--- src/rtl/mul_pkg.sv ---
// Shared types and helpers for the digit-serial multiplier sequencer.
// Optional zero-operand shortcut in mul_seq_ctrl is enabled by MUL_SEQ_ZERO_SKIP_EN.
package mul_pkg;

  localparam int unsigned DIGIT_W = 4;

  typedef enum logic [1:0] {StIdle, StCalc, StDone} state_e;

  // Width of the digit-pair index counting 0..n*n-1.
  function automatic int unsigned idx_width(input int unsigned n);
    return (n * n > 1) ? $clog2(n * n) : 1;
  endfunction

endpackage

--- src/rtl/mul4x4_core.sv ---
// Combinational 4x4 -> 8 unsigned array multiplier: sum of AND-gated, shifted rows.
module mul4x4_core
  import mul_pkg::*;
(
  input  logic [DIGIT_W-1:0]   x,
  input  logic [DIGIT_W-1:0]   y,
  output logic [2*DIGIT_W-1:0] p
);

  always_comb begin
    p = '0;
    for (int k = 0; k < DIGIT_W; k++) begin
      if (y[k]) p = p + ((2 * DIGIT_W)'(x) << k);
    end
  end

endmodule

--- src/rtl/mul_seq_ctrl.sv ---
// Sequenced WIDTH x WIDTH unsigned multiplier time-sharing one 4x4 core, one digit pair per cycle.
// Define MUL_SEQ_ZERO_SKIP_EN to bypass CALC when either operand is zero at acceptance.
module mul_seq_ctrl
  import mul_pkg::*;
#(
  parameter int unsigned WIDTH = 8
) (
  input  logic               clk,
  input  logic               rst,
  input  logic               in_valid,
  output logic               in_ready,
  input  logic [WIDTH-1:0]   a,
  input  logic [WIDTH-1:0]   b,
  output logic               out_valid,
  input  logic               out_ready,
  output logic [2*WIDTH-1:0] result,
  output logic               busy
);

  localparam int unsigned N = WIDTH / DIGIT_W;
  localparam int unsigned IDX_W = idx_width(N);
  localparam logic [IDX_W-1:0] IDX_LAST = IDX_W'(N * N - 1);

  state_e               state_q;
  logic [IDX_W-1:0]     idx_q;
  logic [WIDTH-1:0]     a_q, b_q;
  logic [2*WIDTH-1:0]   acc_q;

  logic [IDX_W-1:0]     dig_i, dig_j;
  logic [DIGIT_W-1:0]   digit_a, digit_b;
  logic [2*DIGIT_W-1:0] prod;
  logic [2*WIDTH-1:0]   term, acc_sum;

  always_comb begin
    dig_i   = idx_q % IDX_W'(N);
    dig_j   = idx_q / IDX_W'(N);
    digit_a = a_q[DIGIT_W*dig_i +: DIGIT_W];
    digit_b = b_q[DIGIT_W*dig_j +: DIGIT_W];
    term    = (2 * WIDTH)'(prod) << (DIGIT_W * (dig_i + dig_j));
    acc_sum = acc_q + term;
  end

  mul4x4_core u_core (
    .x(digit_a),
    .y(digit_b),
    .p(prod)
  );

  always_ff @(posedge clk) begin
    if (rst) begin
      state_q   <= StIdle;
      idx_q     <= '0;
      a_q       <= '0;
      b_q       <= '0;
      acc_q     <= '0;
      in_ready  <= 1'b1;
      out_valid <= 1'b0;
      busy      <= 1'b0;
      result    <= '0;
    end else begin
      unique case (state_q)
        StIdle: begin
          if (in_valid) begin
            a_q      <= a;
            b_q      <= b;
            acc_q    <= '0;
            idx_q    <= '0;
            in_ready <= 1'b0;
            busy     <= 1'b1;
`ifdef MUL_SEQ_ZERO_SKIP_EN
            state_q  <= (a == '0 || b == '0) ? StDone : StCalc;
`else
            state_q  <= StCalc;
`endif
          end
        end
        StCalc: begin
          acc_q <= acc_sum;
          idx_q <= idx_q + IDX_W'(1);
          if (idx_q == IDX_LAST) begin
            state_q   <= StDone;
            out_valid <= 1'b1;
            result    <= acc_sum;
          end
        end
        StDone: begin
          // Arriving without out_valid means the zero shortcut: publish acc (0) this cycle.
          if (!out_valid) begin
            out_valid <= 1'b1;
            result    <= acc_q;
          end else if (out_ready) begin
            state_q   <= StIdle;
            out_valid <= 1'b0;
            in_ready  <= 1'b1;
            busy      <= 1'b0;
          end
        end
        default: state_q <= StIdle;
      endcase
    end
  end

endmodule

--- config.mk ---
export PLATFORM = sky130hd
export DESIGN_NAME = mul_seq_ctrl
export DESIGN_NICKNAME = d
export VERILOG_FILES = /design/src/rtl/mul_pkg.sv /design/src/rtl/mul4x4_core.sv /design/src/rtl/mul_seq_ctrl.sv
export SDC_FILE = /design/constraint.sdc
export NUM_CORES = 1
export LEC_CHECK = 0
export BUFFER_PORTS_ARGS = -buffer_cell sky130_fd_sc_hd__buf_4
export CORE_MARGIN = 2
export CORE_UTILIZATION = 65
export CTS_BUF_LIST = sky130_fd_sc_hd__clkbuf_8
export CTS_CLUSTER_DIAMETER = 150
export DETAILED_ROUTE_END_ITERATION = 12
export HOLD_SLACK_MARGIN = 0.06
export PLACE_DENSITY = 0.86
export SYNTH_ARGS = -nofsm -noshare
export SYNTH_HDL_FRONTEND = slang
export SYNTH_SLANG_ARGS = --single-unit
--- constraint.sdc ---
create_clock -name clk -period 18.45 [get_ports clk]
set_input_delay 2.7675 -clock clk [delete_from_list [all_inputs] [get_ports clk]]
set_output_delay 2.7675 -clock clk [all_outputs]
set_load 0.005 [all_outputs]
[Word level (Yosys, flattened, before mapping)]
Cells that the tools add are included.
Word-level totals
  flip-flop bits (word level): 55
  output and inout bits: 19
Operators by class
  add/sub/neg operators: 6
  eq/ne operators: 8
  shifts and indexed selects: 3
  muxes and demuxes: 28
  reductions and logical operators: 10
Operator list (number)
  one-hot mux 16 bit (2 select lines): 2
  two-way mux 16 bit: 3
  two-way mux 8 bit: 3
  adder 16 bit: 1
  indexed part select 8 x 4 -> 4 bit: 2
  << shifter 8 x 4 -> 16 bit: 1
  two-way mux 2 bit: 5
  != test 2 bit, second input constant: 5
  two-way mux 1 bit: 9
  adder 8 x 5 -> 8 bit: 1
  adder 8 x 6 -> 8 bit: 1
  adder 8 x 7 -> 8 bit: 1
  AND reduction 4 bit: 2
  one-hot mux 1 bit (2 select lines): 3
  one-hot mux 2 bit (3 select lines): 1
  AND reduction 2 bit: 3
  nonzero test 2 bit: 3
  equality test 2 bit, second input constant: 2
  two-way mux 4 bit: 1
  one-hot mux 2 bit (2 select lines): 1
  AND reduction 3 bit: 1
  adder 1 x 1 -> 2 bit: 1
  adder 2 x 1 -> 2 bit, second input constant: 1
  equality test 2 x 1 -> 1 bit, second input constant: 1
  logical NOT 2 bit: 1

[Logic depth before layout (Yosys ltp)]
Gate-level depths: netlist (run 1).
  word-level depth: 12
  gate-level depth with buffers: 33
  mapped depth without buffers: 31

[By module]
Synthesis (run 1) repeated with hierarchy kept, for this count alone.
Unflattened totals
  cell total of the unflattened synthesis: 455
  area, all modules: 3674.8 µm²
Modules (own cells, without submodules)
  mul_seq_ctrl: instances 1, cells an instance 386, seq. area each 1101.1 µm², area an instance 3111.7 µm²
  mul4x4_core: instances 1, cells an instance 69, seq. area each 0.0 µm², area an instance 563.0 µm²

[Worst setup path before layout (run 1)]
Ideal clock, no wire load.
  kind: flip-flop to flip-flop
  start point: register idx_q[0]
  end point: register result[15]
  data required time: 18359 ps
  stages on the path, launching flop included: 29
  clock period less this slack: 6534 ps
  slack: 11916 ps
  library setup time: 91 ps
  data arrival time: 6443 ps
  path through: dfxtp_1 -> buf_6 -> mux2i_1 -> buf_2 -> nor2_1 -> ha_1 -> ha_1 -> a21o_1 -> a21oi_1 -> nor2_1 -> or3_1 -> and4_1 -> o31ai_1 -> ha_1 -> nand2_1 -> a41oi_1 -> a311oi_1 -> xnor2_1 -> mux2i_1 -> o22ai_1 -> ha_1 -> nand4_1 -> nor4_1 -> nor3_1 -> o31ai_1 -> nor4_1 -> a311o_1 -> or4_1 -> a311oi_1
On the way
  cells in the longest elaborated chain, start to end: 12
Ends and longest elaborated chain
  start, declared: RTL line mul_seq_ctrl.sv:25  | logic [IDX_W-1:0] idx_q;
  start signal, assigned: RTL line mul_seq_ctrl.sv:79  | idx_q <= idx_q + IDX_W'(1);
  indexed part select 8 x 4 -> 4 bit: RTL line mul_seq_ctrl.sv:37  | digit_a = a_q[DIGIT_W*dig_i +: DIGIT_W];
  two-way mux 4 bit: RTL line mul4x4_core.sv:13  | if (y[k]) p = p + ((2 * DIGIT_W)'(x) << k);
  adder 8 x 5 -> 8 bit: RTL line mul4x4_core.sv:13
  two-way mux 8 bit: RTL line mul4x4_core.sv:13
  adder 8 x 6 -> 8 bit: RTL line mul4x4_core.sv:13
  two-way mux 8 bit: RTL line mul4x4_core.sv:13
  adder 8 x 7 -> 8 bit: RTL line mul4x4_core.sv:13
  two-way mux 8 bit: RTL line mul4x4_core.sv:13
  << shifter 8 x 4 -> 16 bit: RTL line mul_seq_ctrl.sv:39  | term = (2 * WIDTH)'(prod) << (DIGIT_W * (dig_i + dig_j));
  adder 16 bit: RTL line mul_seq_ctrl.sv:40  | acc_sum = acc_q + term;
  two-way mux 16 bit: RTL line mul_seq_ctrl.sv:80  | if (idx_q == IDX_LAST) begin
  one-hot mux 16 bit (2 select lines): RTL line mul_seq_ctrl.sv:61  | unique case (state_q)
  end signal, assigned: RTL line mul_seq_ctrl.sv:83  | result <= acc_sum;
  end signal, assigned: RTL line mul_seq_ctrl.sv:90  | result <= acc_q;
  end, declared: RTL line mul_seq_ctrl.sv:16  | output logic [2*WIDTH-1:0] result,
Several ways; a longest one is shown, not always the timed one. The select of a mux whose other input is x is not followed.
A chain may end at the register's enable or synchronous reset.

[Worst setup path in the final report (run 1)]
Ends and elaborated chain as after synthesis.

==> results.md, run 1 <==
- Total power: 0.270 mW
- Final setup margin: 10.95 ns
- Final nets: 581
- Via density: 6.32
- Clock transition at the registers of the reported paths: 0.10 ns
- First-pass GRT wire length: 16300 um
- Reg power frac: 46.8%
- Routed length per placed instance: 16.2 um
- R2r worst-path depth: 27
- DP Worst Slack: 11.10 ns
- I/O Buffers: 38
- Diodes inserted: 0
- Placed cell area: 4150 um2
- Number of synthesized flops with an enable pin: 0
- Final Util: 73.6%
- Hold Crit Class: reg -> reg
- Metal-1 WL: 4420 um
- Main flop type after synthesis: dfxtp_1
- Max stage delay on crit path: 0.61 ns
- CTS tree: built
- Fin crit share: 40.7%
- Least-Margin Pin Slew: 1.17 ns
- Congestion Overflow GR: 0
- Drt pass-1 iters: 5
- P_sw: 0.0755 mW
- Final setup fails: 0
- Ys Warns: 0
- Final Cell Area: 4280 um2
- CP Class: reg -> reg
- Status: completed
- Sw Ratio: 28.0%
- Rows: 28
- Critical Path RT: 18.68 ns
- H-tree Lvls: 2
- Critical path capture point type: flop
- CP Launch Type: flop
- Final Hold Viols: 0
- Net count after synthesis: 562
- CTS Root Cell: clkbuf_8
- CTS buffer count: 5
- Area grow syn2layout: 10.7%
- Tmin final: 7.50 ns
- Vias in the first global route: 3514
- FMAX: 133 MHz
- Unique masters post-synth: 59
- CP Max Fanout: 8
- Gr usage total: 31.3%
- R2r endpoint: result[15]
- Gate power share: 17.8%
- Internal power: 0.194 mW
- DR top layer: met4
- Share of layout cells above drive strength 1: 12.2%
- Initial Utilization: 66.5%
- Unrepaired setup endpoints after global routing: false
- Peak VDD IR: 0.0537 mV
- Detailed-route via count: 3846
- Skew final: 0.00581 ns
- Post-synthesis sequential element count: 55
- Post-route ant nets: 0
- Post-CTS sizing: 0
- Setup_tns: 0 ns
- Routability cong.: 0.917
- Met2 WL: 4670 um
- Die extent in x: 81.1 um
- Core area: 5820 um2
- Slowest CP cell: dfxtp_1
- Rel. slew slack: 21.8%
- Seq/Total Area, Yosys: 28.5%
- Max_cap viols: 0
- Drc violations: 0
- Die area: 6580 um2
- Clk buf depth: 2
- R2R Path Start: idx_q[0]
- Crit path DAT: 7.73 ns
- Clock Power Share: 35.4%
- Initial antenna violation count: 0
- Hold Path Sink: a_q[0]
- Pwr Density: 63.0 nW/um2
- Setup slack, reg-to-reg: 10.95 ns
- Setup Buffers After CTS: 0
- Hold-fix buffers at CTS: 0
- Most used cell, CP: ha_1
- CTS sink cnt: 55
- CP delay by family, top: compound AO/OA/AOI/OAI gates
- Initial drt markers: 313
- WHS Path Cells: 2
- Syn_area_per_cell: 7.52 um2
- Later-pin clock latency in the skew report: 0.32 ns
- DP HPWL: 7160 um
- Mapped Area: 3860 um2
- Async SR Flop Fraction: 0%
- Buf+Inv Stages, Crit Path: 1
- Io pins: 39
- Post-route insts no fill: 609
- DP Cell Count: 601
- Leakage power: 1.73 nW
- WL final: 9850 um
- Fin. max-slew vios: 0
- Hold Startpoint: a_q[0]
- Hold_ws: 0.466 ns
- Largest net degree at the start of global routing: 59
- Met3 routed wirelength: 644 um
- Cell count after synthesis: 514
- Die Span Y: 81.1 um
## metal layers
layer | vias up | track usage [%]
met5 | - | 0
met4 | 0 | 7.80
met3 | 13 | 4.89
met2 | 142 | 52.6
met1 | 1800 | 42.0
li1 | 1891 | -
## state kept, by name, indices dropped and copies added, names as in the netlist
| signal | count |
|---|---|
| b_q | 8 |
| state_q | 2 |
| result | 16 |
| in_ready | 1 |
| acc_q | 16 |
| idx_q | 2 |
| busy | 1 |
| a_q | 8 |
| out_valid | 1 |
## power by group through the flow
stage / Clock, mW / Combinational (mW) / Sequential (mW)
CTS: 0.0949 / 0.0473 / 0.126
detailed placement: 0 / 0.0471 / 0.129
global route: 0.0997 / 0.0532 / 0.127
finish: 0.0953 / 0.0480 / 0.126
global placement: 0 / 0.0461 / 0.129
floorplan: 0 / 0.0360 / 0.127
## synthesized netlist by cell type, types with 3 or more instances
cell type / n / area [um2]
nor4_1: 3 / 18.8
and2_1: 4 / 25.0
mux2i_1: 9 / 90.1
nand4_1: 3 / 18.8
o22ai_1: 5 / 31.3
o21ai_0: 12 / 60.1
or2_2: 3 / 18.8
nor3b_1: 4 / 30.0
nand2_1: 96 / 360
a21o_1: 10 / 75.1
a211oi_1: 10 / 75.1
nor2_1: 43 / 161
nor2b_1: 4 / 25.0
dfxtp_1: 55 / 1100
o211ai_1: 4 / 30.0
a311oi_1: 14 / 123
o21bai_1: 3 / 22.5
xnor2_1: 12 / 105
nand3_1: 24 / 120
clkbuf_1: 25 / 93.8
or3_1: 7 / 43.8
ha_1: 27 / 338
o31ai_1: 6 / 45.0
xor2_1: 4 / 35.0
a31oi_1: 6 / 37.5
a21oi_1: 54 / 270
nor3_1: 10 / 50.1
mux2_2: 4 / 45.0
inv_1: 14 / 52.6
## layout make-up
| cell class | instances | area (um2) |
|---|---|---|
| well taps | 75 | 93.8 |
| inverters | 16 | 60.1 |
| clock inverters | 3 | 63.8 |
| flip-flops and latches | 55 | 1100 |
| clock buffers | 5 | 68.8 |
| repair buffers | 42 | 315 |
| fillers | 466 | 1540 |
| multi-input cells | 413 | 2570 |
## cells by family (layout without fill, tap and decap cells)
kind of cell | after synthesis | count (layout) | synth area share, %
xor gates and xnor gates | 16 | 16 | 3.63
and+or+nand+nor | 210 | 210 | 24.5
buffers and inverters | 46 | 66 | 4.99
DFF | 55 | 55 | 28.5
muxes | 17 | 17 | 5.11
AOI/OAI and AO/OA | 141 | 141 | 23.8
adders and majority gates | 29 | 29 | 9.52
## how the worst max path moves through the flow
stage,startpoint,endpoint,slack [ns],depth (start not counted)
finish,idx_q[0],result[15],10.95,27
global route,idx_q[0],result[15],10.48,27
CTS,idx_q[1],result[15],11.07,26
detailed placement,idx_q[1],result[15],11.10,26
global placement,idx_q[0],result[15],11.47,26
floorplan,idx_q[0],result[15],11.92,28
## cells in the final DEF (no fill, tap or decap), types with 4 or more instances in the layout
master,n
xor2_1,4
nand3_1,24
a21o_1,10
a311oi_1,14
a211oi_1,10
ha_1,27
nor3_1,10
or3_1,7
nor2_1,43
mux2i_1,9
o211ai_1,4
mux2_2,4
o21ai_0,12
xnor2_1,12
nor3b_1,4
nand2_1,96
a21oi_1,54
o22ai_1,5
buf_4,42
clkbuf_8,5
nor2b_1,4
a31oi_1,6
and2_1,4
dfxtp_1,55
o31ai_1,6
inv_1,15
## worst register-to-register path, cell delays in order, from the launching register on
cell      delay, ns
dfxtp_1        0.61
mux2i_4        0.44
inv_2          0.14
nand2_1        0.15
xnor2_1        0.10
ha_1           0.26
a21o_1         0.18
a21oi_1        0.26
nor2_1         0.12
or3_1          0.41
and4_1         0.20
o31ai_1        0.44
ha_1           0.38
nand2_1        0.11
a41oi_1        0.05
a311oi_1       0.35
xnor2_1        0.10
mux2i_1        0.26
o22ai_1        0.18
ha_1           0.35
nand4_1        0.10
nor4_1         0.35
nor3_1         0.13
o31ai_1        0.58
nor4_1         0.09
a311o_1        0.34
or4_1          0.48
a311oi_1       0.26
Note: power is estimated with default switching activity, not from simulation.
==> run 2, diff against run 1 <==
CORE_UTILIZATION = 62   (was 65)
PLACE_DENSITY = 0.82   (was 0.86)
clock period = 7.1 ns   (was 18.45 ns; I/O delays follow)
==> run 2 against run 1 <==
Compared with the run above:
- largest power group unchanged
- critical path depth fell by 2
- clock-buffer cell count stayed put
- cell count increased by 0.66%
- largest cell class unchanged
- via count unchanged
- power increased to 2.5 times the previous value
- flip-flop and latch count unchanged
- clock power grew 140%
==> results.md, run 2 (same netlist as run 1, synthesis figures left out) <==
- Peak VDD IR: 0.140 mV (+160%)
- Skew final: 0.00990 ns (+0.00409 ns)
- Largest net degree at the start of global routing: 59 (unchanged)
- Largest regs: acc_q x16, result x16
- Fin. max-slew vios: 0 (unchanged)
- CP delay by family, top: compound AO/OA/AOI/OAI gates
- Reg power frac: 48.2% (+1.4 points)
- Die extent in x: 83.0 um (+2.3%)
- R2r endpoint: result[15]
- First-pass GRT wire length: 16800 um (+2.7%)
- Detailed-route via count: 3846 (unchanged)
- Hold Startpoint: b_q[2]
- Area of the multi-input gates: 2600 um2 (+0.83%)
- H-tree Lvls: 2 (unchanged)
- Fin crit share: 96.4% (+56 points)
- Clock Power Share: 33.0% (-2.4 points)
- Critical path capture point type: flop
- Rows: 28 (unchanged)
- Max_cap viols: 0 (unchanged)
- Drc violations: 0 (unchanged)
- Via density: 6.27 (-0.65%)
- Hold-fix buffers at CTS: 0 (unchanged)
- CTS tree: built
- Filler cell count: 503 (+7.9%)
- Post-route insts no fill: 613 (+0.66%)
- R2R Path Start: idx_q[0]
- Initial antenna violation count: 0 (unchanged)
- DP Cell Count: 604 (+0.50%)
- DP HPWL: 6910 um (-3.5%)
- Gr usage total: 28.6% (-2.8 points)
- Clk buf depth: 2 (unchanged)
- Placed cell area: 4170 um2 (+0.54%)
- Post-route ant nets: 0 (unchanged)
- Tmin final: 6.85 ns (-0.655 ns)
- Drt pass-1 iters: 5 (unchanged)
- CTS buffer count: 5 (unchanged)
- Internal power: 0.473 mW (+140%)
- R2r worst-path depth: 25 (-7.4%)
- Diodes inserted: 0 (unchanged)
- Final Hold Viols: 0 (unchanged)
- Crit path DAT: 7.08 ns (-0.65 ns)
- Pwr Density: 157 nW/um2 (+150%)
- CTS sink cnt: 55 (unchanged)
- CP Launch Type: flop
- I/O Buffers: 38 (unchanged)
- Critical Path RT: 7.34 ns (-11.34 ns)
- Gate power share: 18.8% (+1.0 points)
- FMAX: 146 MHz (+9.6%)
- Most used cell, CP: ha_1
- Area grow syn2layout: 11.7%
- Buf+Inv Stages, Crit Path: 0 (-1)
- Initial drt markers: 254 (-19%)
- Io pins: 39 (unchanged)
- Congestion Overflow GR: 0 (unchanged)
- CP Max Fanout: 8 (unchanged)
- CP Class: reg -> reg
- Initial Utilization: 64.9% (-1.6 points)
- Leakage power: 1.74 nW (+0.67%)
- WHS Path Cells: 2 (unchanged)
- Seq. cell area: 1100 um2 (+0.34%)
- Max stage delay on crit path: 0.47 ns (-0.14 ns)
- Die Span Y: 83.0 um (+2.3%)
- Core area: 5960 um2 (+2.4%)
- P_sw: 0.206 mW (+170%)
- Share of layout cells above drive strength 1: 13.9% (+1.8 points)
- Final Cell Area: 4320 um2 (+0.91%)
- Final setup fails: 0 (unchanged)
- Final nets: 585 (+0.69%)
- Routed length per placed instance: 16.2 um (+0.16%)
- Most frequent cells in the layout: nand2_1 (96), dfxtp_1 (54), a21oi_1 (53)
- Clock transition at the registers of the reported paths: 0.11 ns (about the same)
- Status: completed
- Hold Path Sink: b_q[2]
- Most common cell after layout, fill and taps aside: nand2_1
- Least-Margin Pin Slew: 1.28 ns (+0.109 ns)
- Sw Ratio: 30.3% (+2.3 points)
- CTS Root Cell: clkbuf_8
- Routability cong.: 0.920 (+0.29%)
- Later-pin clock latency in the skew report: 0.32 ns (about the same)
- Rel. slew slack: 14.5% (-7.3 points)
- Die area: 6880 um2 (+4.6%)
- Setup slack, reg-to-reg: 0.25 ns (-10.69 ns)
- Hold Crit Class: reg -> reg
- Slowest CP cell: or4_1
- Setup_tns: 0 ns (unchanged)
- Vias in the first global route: 3510 (-0.11%)
- WL final: 9930 um (+0.82%)
run 2: metrics by stage:
stage	total power, mW	setup slack (ns)	utilization (%)	hold WS (ns)
global route	0.706	-0.0369	72.5	0.491
global placement	0.454	0.309	70.0	0.443
detailed placement	0.457	0.0484	70.0	0.455
finish	0.679	0.254	72.5	0.472
floorplan	0.425	0.566	-	0.433
CTS	0.675	0.0545	72.0	0.471
run 2: final cells by class:
cell class	instances	area share, %
clock buffer	5	1.59
clock inverter	3	1.10
inverter	16	1.39
multi-input combinational	413	60.1
sequential	55	25.6
tap	75	2.17
timing repair buffer	46	8.00
run 2: worst register-to-register path, cell delays in order, from the launching register on:
cell,delay (ns)
dfxtp_4,0.44
mux2_2,0.42
ha_1,0.30
ha_1,0.27
a21oi_2,0.22
a21o_1,0.24
nand2_1,0.10
or3_1,0.41
and4_1,0.19
o31ai_1,0.30
ha_1,0.36
nand2_1,0.11
a41oi_1,0.05
a311oi_2,0.32
xnor2_1,0.10
mux2i_1,0.25
o22ai_1,0.17
ha_1,0.34
a21o_1,0.18
or3_1,0.30
nor3_1,0.26
o31ai_2,0.14
nor4b_1,0.16
a311o_1,0.38
or4_1,0.47
a311oi_1,0.28
run 2: power groups by stage:
| stage | sequential (mW) | clock, mW | combinational (mW) |
|---|---|---|---|
| 6_report | 0.328 | 0.224 | 0.128 |
| 5_1_grt | 0.329 | 0.237 | 0.140 |
| 4_1_cts | 0.327 | 0.225 | 0.123 |
| 3_5_place_dp | 0.334 | 0 | 0.122 |
| 3_3_place_gp | 0.334 | 0 | 0.120 |
| 2_1_floorplan | 0.331 | 0 | 0.0935 |
run 2: worst max path at each step:
stage              from         end  slack [ns]  cells after the start
2_1_floorplan  idx_q[0]  result[15]        0.57                     28
3_3_place_gp   idx_q[0]  result[15]        0.31                     24
3_5_place_dp   idx_q[0]  result[15]        0.05                     27
4_1_cts        idx_q[0]  result[15]        0.05                     27
5_1_grt        idx_q[0]  result[15]       -0.04                     25
6_report       idx_q[0]  result[15]        0.25                     25
run 2: metal layers:
metal | vias up | track usage, % | wire length, um | share of wire [%]
met1 | 1786 | 41.6 | 4750 | 48
li1 | 1906 | - | - | -
met4 | 0 | 6.26 | 156 | 1.6
met2 | 134 | 45.4 | 4500 | 45
met3 | 20 | 3.38 | 530 | 5.3
met5 | - | 0 | 0 | 0
run 2: repair_timing:
action / in CTS / in global routing
cloned: 0 / 0
buffers inserted: 0 / 1
pin swaps: 0 / 1
resized for setup: 1 / 5
endpoints found under the setup margin: 1 / 2
